[config.mk]
export PLATFORM = sky130hd
export DESIGN_NAME = intr_request_source
export DESIGN_NICKNAME = d
export VERILOG_FILES = /design/src/rtl/intr_request_source.sv
export SDC_FILE = /design/constraint.sdc
export NUM_CORES = 1
export LEC_CHECK = 0
export ABC_AREA = 1
export CAP_MARGIN = 10
export CORE_ASPECT_RATIO = 1.2
export CORE_MARGIN = 3
export CORE_UTILIZATION = 60
export CTS_BUF_LIST = sky130_fd_sc_hd__clkbuf_16
export DETAILED_ROUTE_END_ITERATION = 8
export DONT_BUFFER_PORTS = 1
export GPL_ROUTABILITY_DRIVEN = 0
export GPL_TIMING_DRIVEN = 0
export PLACE_DENSITY = 0.74
export SLEW_MARGIN = 20
export SYNTH_ARGS = -nofsm -noshare
export SYNTH_HDL_FRONTEND = slang
export SYNTH_SLANG_ARGS = --single-unit
[constraint.sdc]
create_clock -name clk -period 3.3 [get_ports clk]
set_clock_uncertainty 0.15 [all_clocks]
set_input_delay 0.99 -clock clk [delete_from_list [all_inputs] [get_ports clk]]
set_output_delay 0.99 -clock clk [all_outputs]
set_load 0.02 [all_outputs]
[src/rtl/intr_request_source.sv]
// intr_request_source
//
// Initiator side of the three-line external interrupt protocol (IRA/IRB/IRC).
// Three raw push-buttons are synchronised and debounced. Each accepted press
// raises a level-held request that stays up until the CPU returns the matching
// clear number. The CPU must then release the clear number before the channel
// can re-arm (4-phase handshake). Presses that arrive while a channel is busy
// are counted in a per-channel saturating counter.
//
// Ports:
//   clk        board clock
//   rst_n      asynchronous active-low reset
//   btn[2:0]   raw buttons (bit0=A, bit1=B, bit2=C), asynchronous and bouncing
//   clr_no     clear number from CPU (0=none, 1=A, 2=B, 3=C), asynchronous
//   clr_missed synchronous pulse, zeroes all missed counters
//   irq[2:0]   level interrupt requests (bit0=IRA, bit1=IRB, bit2=IRC)
//   missed_a/b/c  saturating counts of presses dropped while busy

module intr_request_source #(
    parameter int DEBOUNCE_CYCLES = 1_000_000,
    parameter int CNT_W           = 20
) (
    input  logic       clk,
    input  logic       rst_n,
    input  logic [2:0] btn,
    input  logic [1:0] clr_no,
    input  logic       clr_missed,
    output logic [2:0] irq,
    output logic [7:0] missed_a,
    output logic [7:0] missed_b,
    output logic [7:0] missed_c
);

    typedef enum logic [1:0] {
        IDLE  = 2'd0,
        REQ   = 2'd1,
        ACKED = 2'd2
    } state_t;

    localparam logic [CNT_W-1:0] CNT_LAST = CNT_W'(DEBOUNCE_CYCLES - 1);

    // Synchronizers
    logic [2:0] btn_s1_q, btn_s2_q;
    logic [1:0] clr_s1_q, clr_s2_q, clr_s3_q;
    logic [1:0] ack_q, ack_d;

    // Per-channel state
    logic [CNT_W-1:0] cnt_q     [3];
    logic [CNT_W-1:0] cnt_d     [3];
    logic [2:0]       stable_q, stable_d;
    logic [2:0]       rise_q,   rise_d;
    state_t           state_q   [3];
    state_t           state_d   [3];
    logic [2:0]       irq_q,    irq_d;
    logic [7:0]       missed_q  [3];
    logic [7:0]       missed_d  [3];

    // The ack value only updates when two consecutive synchronized samples
    // agree, so a multi-bit clr_no change that lands skewed across the
    // synchronizer never presents a transient intermediate code.
    always_comb begin
        ack_d = ack_q;
        if (clr_s2_q == clr_s3_q) begin
            ack_d = clr_s2_q;
        end
    end

    always_comb begin
        for (int i = 0; i < 3; i++) begin
            cnt_d[i]    = cnt_q[i];
            stable_d[i] = stable_q[i];
            rise_d[i]   = 1'b0;
            state_d[i]  = state_q[i];
            missed_d[i] = missed_q[i];

            // Debounce: any return to the stable level restarts the count.
            if (btn_s2_q[i] == stable_q[i]) begin
                cnt_d[i] = '0;
            end else if (cnt_q[i] == CNT_LAST) begin
                stable_d[i] = btn_s2_q[i];
                cnt_d[i]    = '0;
                rise_d[i]   = btn_s2_q[i];
            end else begin
                cnt_d[i] = cnt_q[i] + 1'b1;
            end

            // A rise in IDLE wins over a concurrent matching ack.
            unique case (state_q[i])
                IDLE:    if (rise_q[i])               state_d[i] = REQ;
                REQ:     if (ack_q == 2'(i + 1))      state_d[i] = ACKED;
                ACKED:   if (ack_q != 2'(i + 1))      state_d[i] = IDLE;
                default:                              state_d[i] = IDLE;
            endcase

            // Clear has priority over a concurrent increment.
            if (clr_missed) begin
                missed_d[i] = '0;
            end else if (rise_q[i] && (state_q[i] != IDLE) && (missed_q[i] != 8'hFF)) begin
                missed_d[i] = missed_q[i] + 8'd1;
            end

            irq_d[i] = (state_q[i] == REQ);
        end
    end

    always_ff @(posedge clk or negedge rst_n) begin
        if (!rst_n) begin
            btn_s1_q <= '0;
            btn_s2_q <= '0;
            clr_s1_q <= '0;
            clr_s2_q <= '0;
            clr_s3_q <= '0;
            ack_q    <= '0;
            stable_q <= '0;
            rise_q   <= '0;
            irq_q    <= '0;
            for (int i = 0; i < 3; i++) begin
                cnt_q[i]    <= '0;
                state_q[i]  <= IDLE;
                missed_q[i] <= '0;
            end
        end else begin
            btn_s1_q <= btn;
            btn_s2_q <= btn_s1_q;
            clr_s1_q <= clr_no;
            clr_s2_q <= clr_s1_q;
            clr_s3_q <= clr_s2_q;
            ack_q    <= ack_d;
            stable_q <= stable_d;
            rise_q   <= rise_d;
            irq_q    <= irq_d;
            for (int i = 0; i < 3; i++) begin
                cnt_q[i]    <= cnt_d[i];
                state_q[i]  <= state_d[i];
                missed_q[i] <= missed_d[i];
            end
        end
    end

    assign irq      = irq_q;
    assign missed_a = missed_q[0];
    assign missed_b = missed_q[1];
    assign missed_c = missed_q[2];

endmodule

Word-level counts from Yosys, hierarchy flattened
Index checks and enable logic that the tools add are counted.

Reductions and logical operators: 21. Add/sub/neg operators: 6. Mux-type cells: 30. Bitwise operators: 3. Equality and inequality tests: 31.

Operators by type and width (count): $mux 20 (6); $add 20x1->20 const B (3); $eq 20x20->1 const B (3); $mux 8 (6); $add 8x1->8 const B (3); $ne 8x8->1 const B (3); $mux 2 (9); $pmux 2 s3 (3); $ne 2x2->1 const B (8); $reduce_bool 2->1 (6); $eq 2x2->1 const B (5); $reduce_and 3->1 (3); $eq 2x1->1 const B (4); $ne 2x1->1 const B (4); $logic_and 1x1->1 (6); $logic_not 2->1 (3); $mux 1 (6); $reduce_and 2->1 (3); $eq 1x1->1 (3); $not 1->1 (3); $eq 2x2->1 (1).

Output and inout bits: 27. Logic and storage cells: 111. Bits of input ports: 8. Register bits: 113.

Logic depth before layout (Yosys ltp)
Gate-level depths: netlist (run 1).

Depth after elaboration: 5. Gate-level depth with buffers: 9. Gate-level depth less buffers: 9.

Least setup slack after synthesis (run 1)
Ideal clock, no wire load.

Path kind: input to register. Start point: input port clr_missed. End point: register missed_q, in the netlist missed_b[3]. Setup time: 0.117 ns. Buffers on the path: 2. Path slack: 1.345 ns. Stages on the path: 5. Arrival: 1.688 ns. Cells stage by stage: buf_2 > clkinv_1 > clkbuf_1 > nand3_1 > nand2_1.

Cells in the longest elaborated chain, start to end: 1. Elaborated cells between the ends (all ways): 2.

Ends and longest elaborated chain: start: declaration (RTL line 27) `input logic clr_missed,`; $mux 8 / $reduce_bool 2->1 (equally long branches); end signal: indexed assignment (RTL line 135) `missed_q[i] <= missed_d[i];`; end: declaration (RTL line 55) `logic [7:0] missed_q [3];`.

Several ways; a longest one is shown, not always the timed one. A chain may end at the register's enable or synchronous reset.

Worst setup path in the final report (run 1)
Start point: register missed_q, in the netlist missed_c[4]. End point: output port missed_c[4].

RTL lines: end: declaration (RTL line 31) `output logic [7:0] missed_c`.

No word-level cell between the ends.

==> metrics.md, run 1 <==
| Metric | Value |
|---|---|
| Status | `complete, no violations` |
| Crit start category | `flip-flop` |
| Most numerous cell in the Yosys netlist | `nand2_1` |
| Htree depth | `4` |
| Critical Path AT | `940 ps` |
| CTS Sinks | `113` |
| Req. time, crit path | `2160 ps` |
| Minimum clock period | `2080 ps` |
| Seq/Total Area, Yosys | `48.1%` |
| Syn Area/Cell | `7.73 µm²` |
| FF+latch count, synth | `113` |
| XOR/XNOR share of the synthesized area | `5.45%` |
| Worst Path Max Fanout | `5` |
| Drc violations | `0` |
| Vias per cell | `5.36` |
| CTS max path bufs | `2` |
| Clock slew at reported path FFs | `50 ps` |
| Synth top area share | `48.1%` |
| Via count | `4,886` |
| First-pass iteration count of the detailed router | `5` |
| Yosys Warn Count | `0` |
| Cts bufs inserted | `17` |
| Rows | `38` |
| Post-synth EDFFs | `0` |
| Die Span Y | `114 µm` |
| Number of routed nets with antenna violations | `0` |
| Hold Violations, Final | `0` |
| CTS tree | `done` |
| Initial antenna violation count | `0` |
| First-pass GRT wire length | `21,000 µm` |
| Post-synthesis simple-gate area fraction | `34.7%` |
| RSZ-0062 raised after global routing | `false` |
| Static Leakage | `0.00300 µW` |
| Post-synthesis cell area | `0.00588 mm²` |
| Final Util | `70.4%` |
| Switching share of power | `22.7%` |
| Setup_tns | `0 ps` |
| Port bufs | `0` |
| Worst reg2reg path depth | `9` |
| PD cells | `468 mW/mm²` |
| Antenna Cells | `0` |
| Adder-Cell Fraction of Synth Area | `1.28%` |
| CTS root buffer | `clkbuf_16` |
| Top cells by area, synth | `dfrtp_1 48%, nand2_1 12%, nor2_1 9.6%, nand3_1 6.5%, inv_1 4.9%` |
| Layout cell share with drive strength beyond 1 | `9.23%` |
| Routed WL per cell | `13.1 µm` |
| Die Width | `96.3 µm` |
| Slew HR | `69.7%` |
| Critical Path Stages | `0` |
| Dominant combinational cell family by area after synthesis | `simple AND/OR/NAND/NOR gates` |
| Post-synthesis compound-gate area fraction | `4.60%` |
| Grt ovf | `0` |
| Total GRT Usage | `23.9%` |
| Internal power | `2360 µW` |
| Post-Syn Nets | `774` |
| Maxcap violations | `0` |
| Final #Nets | `793` |
| Max VDD drop | `0.000403 V` |
| Die Area | `0.0110 mm²` |
| Vias in the first global route | `4,796` |
| Post-synth ARST share | `100%` |
| Area added between synthesis and finish | `11.1%` |
| Main flop type after synthesis | `dfrtp_1` |
| Post-Route WL | `11,900 µm` |
| CP Capture Type | `output pin` |
| Period utilization | `63.0%` |
| Setup Fix Bufs, Post-CTS | `0` |
| HPWL Detailed | `8360 µm` |
| P_sw | `694 µW` |
| Synth cell types | `34` |
| Core box area | `0.00927 mm²` |
| Max frequency | `481 MHz` |
| Portion of netlist area occupied by mux cells | `0%` |
| Clk_lat worst skew | `410 ps` |
| Synthesized instance count | `760` |
| DRT iter0 DRCs | `322` |
| Clock share of power | `50.9%` |
| Slew Limit Fails | `0` |
| Initial Utilization | `63.4%` |
| Comb pwr share | `2.3%` |
| Resized Gates After CTS | `0` |
| Finish-stage setup viols | `0` |
| Area leader, netlist | `dfrtp_1` |
| Critical path class | `reg2out` |
| Largest net degree at the start of global routing | `114` |
| List of most frequent post-synthesis cells | `186 x nand2_1, 150 x nor2_1, 113 x dfrtp_1, 77 x inv_1, 76 x nand3_1` |
| Sequential fraction of design power | `46.8%` |
| Final hold slack | `126 ps` |
| Io pins | `35` |
| Worst hold path class | `in2async` |
| Hold buffers post-CTS | `0` |
| Worst-Margin Slew | `455 ps` |
## registers in the layout, summed over array words and instances, names as in the netlist
signal and cells:
rise_q 3, missed_a 8, clr_s3_q 2, btn_s2_q 3, irq 3, stable_q 3, clr_s1_q 2, cnt_q 60
missed_c 8, btn_s1_q 3, state_q 6, clr_s2_q 2, ack_q 2, missed_b 8
## final cells by class
| type | count | area [µm²] |
|---|---|---|
| Multi-Input combinational cell | 556 | 2710 |
| Buffer | 2 | 8.76 |
| Fill cell | 738 | 2740 |
| Sequential cell | 113 | 2830 |
| Inverter | 89 | 334 |
| Clock buffer | 17 | 425 |
| Tap cell | 120 | 150 |
| Clock inverter | 14 | 77.6 |
## power by group through the flow
stage               clock network (µW)  logic (µW)  registers, µW
floorplan                            0        55.5           1450
global placement                     0        68.1           1450
detailed placement                   0        71.2           1450
CTS                               1580        71.8           1430
global route                      1650        81.3           1430
finish                            1560        70.6           1430
## layout by cell type (no fill, tap or decap), types with 4 or more instances in the layout
cell type	count
nor2_2	14
nor3_1	10
nand4_1	10
o21ai_1	9
clkbuf_16	17
a21oi_1	18
clkinv_2	7
nor2_1	150
ha_1	6
dfrtp_1	113
xnor2_1	15
xor2_1	16
nand2_1	186
inv_2	11
nand3_1	76
nand2_2	4
o21ai_0	16
inv_1	78
## path summary, 6_finish.rpt
path	from	endpoint	slack (ps)
setup / recovery	missed_c[4]$_DFFE_PN0P_	missed_c[4]	1220
hold / removal	rst_n	missed_b[4]$_DFFE_PN0P_	130
setup reg to reg	missed_a[1]$_DFFE_PN0P_	missed_a[1]$_DFFE_PN0P_	1450
hold reg to reg	clr_s1_q[1]$_DFF_PN0_	clr_s2_q[1]$_DFF_PN0_	190
max in group asynchronous	rst_n	cnt_q[22]$_DFF_PN0_	2720
min in group clk	clr_s1_q[1]$_DFF_PN0_	clr_s2_q[1]$_DFF_PN0_	190
## kinds of logic after synthesis
family                     count (synthesis)
AOI/OAI and AO/OA                         50
xor gates and xnor gates                  34
adders and majority gates                  6
buffers and inverters                     91
DFF                                      113
and+or+nand+nor                          466
## stage by stage
stage	area [µm²]	worst slack, ps	cells	total power (µW)
floorplan	5880	1340	760	1500
global placement	6030	1010	880	1520
detailed placement	6030	1020	880	1520
CTS	6530	1210	911	3080
global route	6530	1170	911	3160
finish	6530	1220	911	3060
## worst register-to-register path, stage by stage, from the launching register on
cell and delay [ps]:
dfrtp_1 490, ha_1 230, nand2_1 70, nor2_1 240, nand3_1 110, nand3_1 110
nand2_1 150, inv_2 120, nand2_1 60, nand2_1 60
## per-layer routing
layer / GRT usage [%] / part of all wire [%] / vias to the layer above / wire, µm
met4: 10.0 / 2.1 / 0 / 250
met1: 28.9 / 42 / 2289 / 5050
met2: 39.8 / 50 / 130 / 6000
met3: 6.57 / 5.0 / 34 / 597
met5: 0 / 0 / - / 0
li1: - / - / 2433 / -
Note: power is estimated with default switching activity, not from simulation.
==> inputs of run 2 (changes only) <==
- CORE_UTILIZATION: 60 -> 58
- clock period: 3.3 -> 1.7 ns (I/O delays scaled with it)
==> run 2 against run 1 <==
Effect of this change: the flow now finishes with violations (negative hold slack); setup slack got worse by 1100 ps; sequential cell count did not move; clock power rose by 120%; register-to-register slack got worse by 1400 ps; total power rose by 110%; largest cell class unchanged.
==> metrics.md, run 2 (synthesis gave the netlist of run 1 again) <==
| Metric | Value |
|---|---|
| Worst Path Max Fanout | `5 (unchanged)` |
| Antenna Cells | `0 (unchanged)` |
| Number of routed nets with antenna violations | `0 (unchanged)` |
| PD cells | `927 mW/mm² (+98%)` |
| Dpl cells | `883 (+0.34%)` |
| Largest net degree at the start of global routing | `114 (unchanged)` |
| First-pass GRT wire length | `21,800 µm (+3.8%)` |
| Req. time, crit path | `1880 ps (-280 ps)` |
| Port bufs | `0 (unchanged)` |
| Crit start category | `flip-flop` |
| CTS root buffer | `clkbuf_16` |
| Cts bufs inserted | `17 (unchanged)` |
| GRT busiest layer | `met2` |
| Finish-stage setup viols | `0 (unchanged)` |
| Worst-Margin Slew | `504 ps (+49.3 ps)` |
| CTS Sinks | `113 (unchanged)` |
| Most frequent cells in the layout | `181 x nand2_1, 144 x nor2_1, 102 x dfrtp_1` |
| Post-Route WL | `12,700 µm (+6.4%)` |
| Total GRT Usage | `23.4% (-0.51 points)` |
| Area added between synthesis and finish | `15.6%` |
| Die Span Y | `116 µm (+1.6%)` |
| CP peak stage delay | `490 ps` |
| Post-Layout Cell Count | `920 (+0.99%)` |
| Crit path cell chain | `ha_4 -> nand2_1 -> inv_2 -> nand4_1 -> nand2_2 -> buf_4 -> nand3_1 -> nand2_1` |
| Critical path class | `reg2reg` |
| Clock slew at reported path FFs | `50 ps (about the same)` |
| Slew HR | `66.4% (-3.3 points)` |
| Period utilization | `95.8%` |
| DRT iter0 DRCs | `303 (-5.9%)` |
| Slew Limit Fails | `0 (unchanged)` |
| Met1 usage | `26.5% (-2.4 points)` |
| Htree depth | `4 (unchanged)` |
| Max VDD drop | `0.000587 V (+45%)` |
| First-pass iteration count of the detailed router | `6 (+1)` |
| Initial Utilization | `60.5% (-2.9 points)` |
| Vias per cell | `5.44 (+1.5%)` |
| Critical Path AT | `1810 ps (+870 ps)` |
| Final #Nets | `801 (+1.0%)` |
| Max frequency | `614 MHz` |
| GR Layer Usage met3 | `6.27% (-0.30 points)` |
| Rows | `39 (+2.6%)` |
| Via count | `5,006 (+2.5%)` |
| Io pins | `35 (unchanged)` |
| CP Capture Type | `flip-flop` |
| Status | `finished, violations left` |
| Vias in the first global route | `4,994 (+4.1%)` |
| Hold Violations, Final | `113 (+113)` |
| Grt met2 use | `42.4% (+2.6 points)` |
| Core box area | `0.00971 mm² (+4.7%)` |
| Buf/Inv on CP | `2` |
| Layout cell share with drive strength beyond 1 | `12.7% (+3.4 points)` |
| Violated checks | `negative hold slack` |
| Worst hold path class | `in2async` |
| RSZ-0062 raised after global routing | `true` |
| Slowest CP cell | `dfrtp_2` |
| Die Area | `0.0114 mm² (+3.3%)` |
| Most common cell after layout, fill and taps aside | `nand2_1` |
| HPWL Detailed | `8610 µm (+3.0%)` |
| CP delay by family, top | `simple AND/OR/NAND/NOR gates` |
| Die Width | `97.9 µm (+1.6%)` |
| Initial antenna violation count | `0 (unchanged)` |
| Max reg flops | `60 (unchanged)` |
| Routed WL per cell | `13.8 µm (+5.4%)` |
| Static Leakage | `0.00307 µW (+2.3%)` |
| Clk_lat worst skew | `400 ps (about the same)` |
| Maxcap violations | `0 (unchanged)` |
| CTS tree | `done` |
| Minimum clock period | `1630 ps` |
| Biggest register | `cnt_q` |
| CTS max path bufs | `2 (unchanged)` |
| Cell mode on critical path | `nand2_1` |
| Drc violations | `0 (unchanged)` |
| Hold buffers post-CTS | `5 (+5)` |
| Final hold slack | `-347 ps (-474 ps)` |
| Grt ovf | `0 (unchanged)` |
-- run 2: changes by cell type in the layout (fill, tap and decap cells not counted), sizes merged --
cell         delta
bufinv          +3
clkinv          -5
inv             +2
clkinvlp        -2
buf             +3
dlygate4sd3     +5
-- run 2: layout make-up --
type	instances	area (µm²)
Timing Repair Buffer	8	72.6
Inverter	89	337
Clock buffer	17	425
Multi-Input combinational cell	556	2830
Fill cell	754	2910
Sequential cell	113	2840
Clock inverter	12	129
Buffer	2	8.76
Tap cell	123	154
-- run 2: power breakdown --
group          internal (µW)  switching, µW
clock network           2230           1130
logic                   54.4           99.1
registers               2740           44.1
total                   5030           1270
-- run 2: what timing repair did --
| action | 4_1_cts | 5_1_grt |
|---|---|---|
| resized for setup | 8 | 35 |
| endpoints found under the hold margin | 118 | 113 |
| setup endpoints to repair | 22 | 35 |
| pin swaps | 1 | 3 |
| buffers inserted | 2 | 1 |
-- run 2: through the flow --
step | util (%) | setup slack, ps | power (µW) | setup TNS [ps] | cell area, µm²
after floorplan | - | 103 | 2920 | 0 | 5880
after global placement | 62.1 | -108 | 2950 | -1510 | 6030
after detailed placement | 62.1 | -144 | 2960 | -2290 | 6030
after CTS | 68.6 | -17.1 | 6340 | -20.8 | 6660
after global routing | 70.0 | -28.7 | 6510 | -129 | 6800
final | 70.0 | 72.0 | 6300 | 0 | 6800
-- run 2: final timing paths --
kind                                    startpoint                 endpoint  slack, ps  cells past startpoint
setup reg to reg           missed_b[0]$_DFFE_PN0P_  missed_b[3]$_DFFE_PN0P_         70                      8
setup / recovery           missed_b[0]$_DFFE_PN0P_  missed_b[3]$_DFFE_PN0P_         70                      8
hold / removal                               rst_n  missed_a[4]$_DFFE_PN0P_       -350                      0
hold reg to reg              btn_s1_q[1]$_DFF_PN0_    btn_s2_q[1]$_DFF_PN0_        200                      0
min in group clk             btn_s1_q[1]$_DFF_PN0_    btn_s2_q[1]$_DFF_PN0_        200                      0
max in group asynchronous                    rst_n      cnt_q[22]$_DFF_PN0_       1580                      0
-- run 2: layer usage --
metal	share of wire, %	vias to the layer above	routed length, µm
met2	52	151	6570
met3	5.3	15	674
li1	-	2457	-
met5	0	-	0
met4	1.4	0	172
met1	41	2383	5240
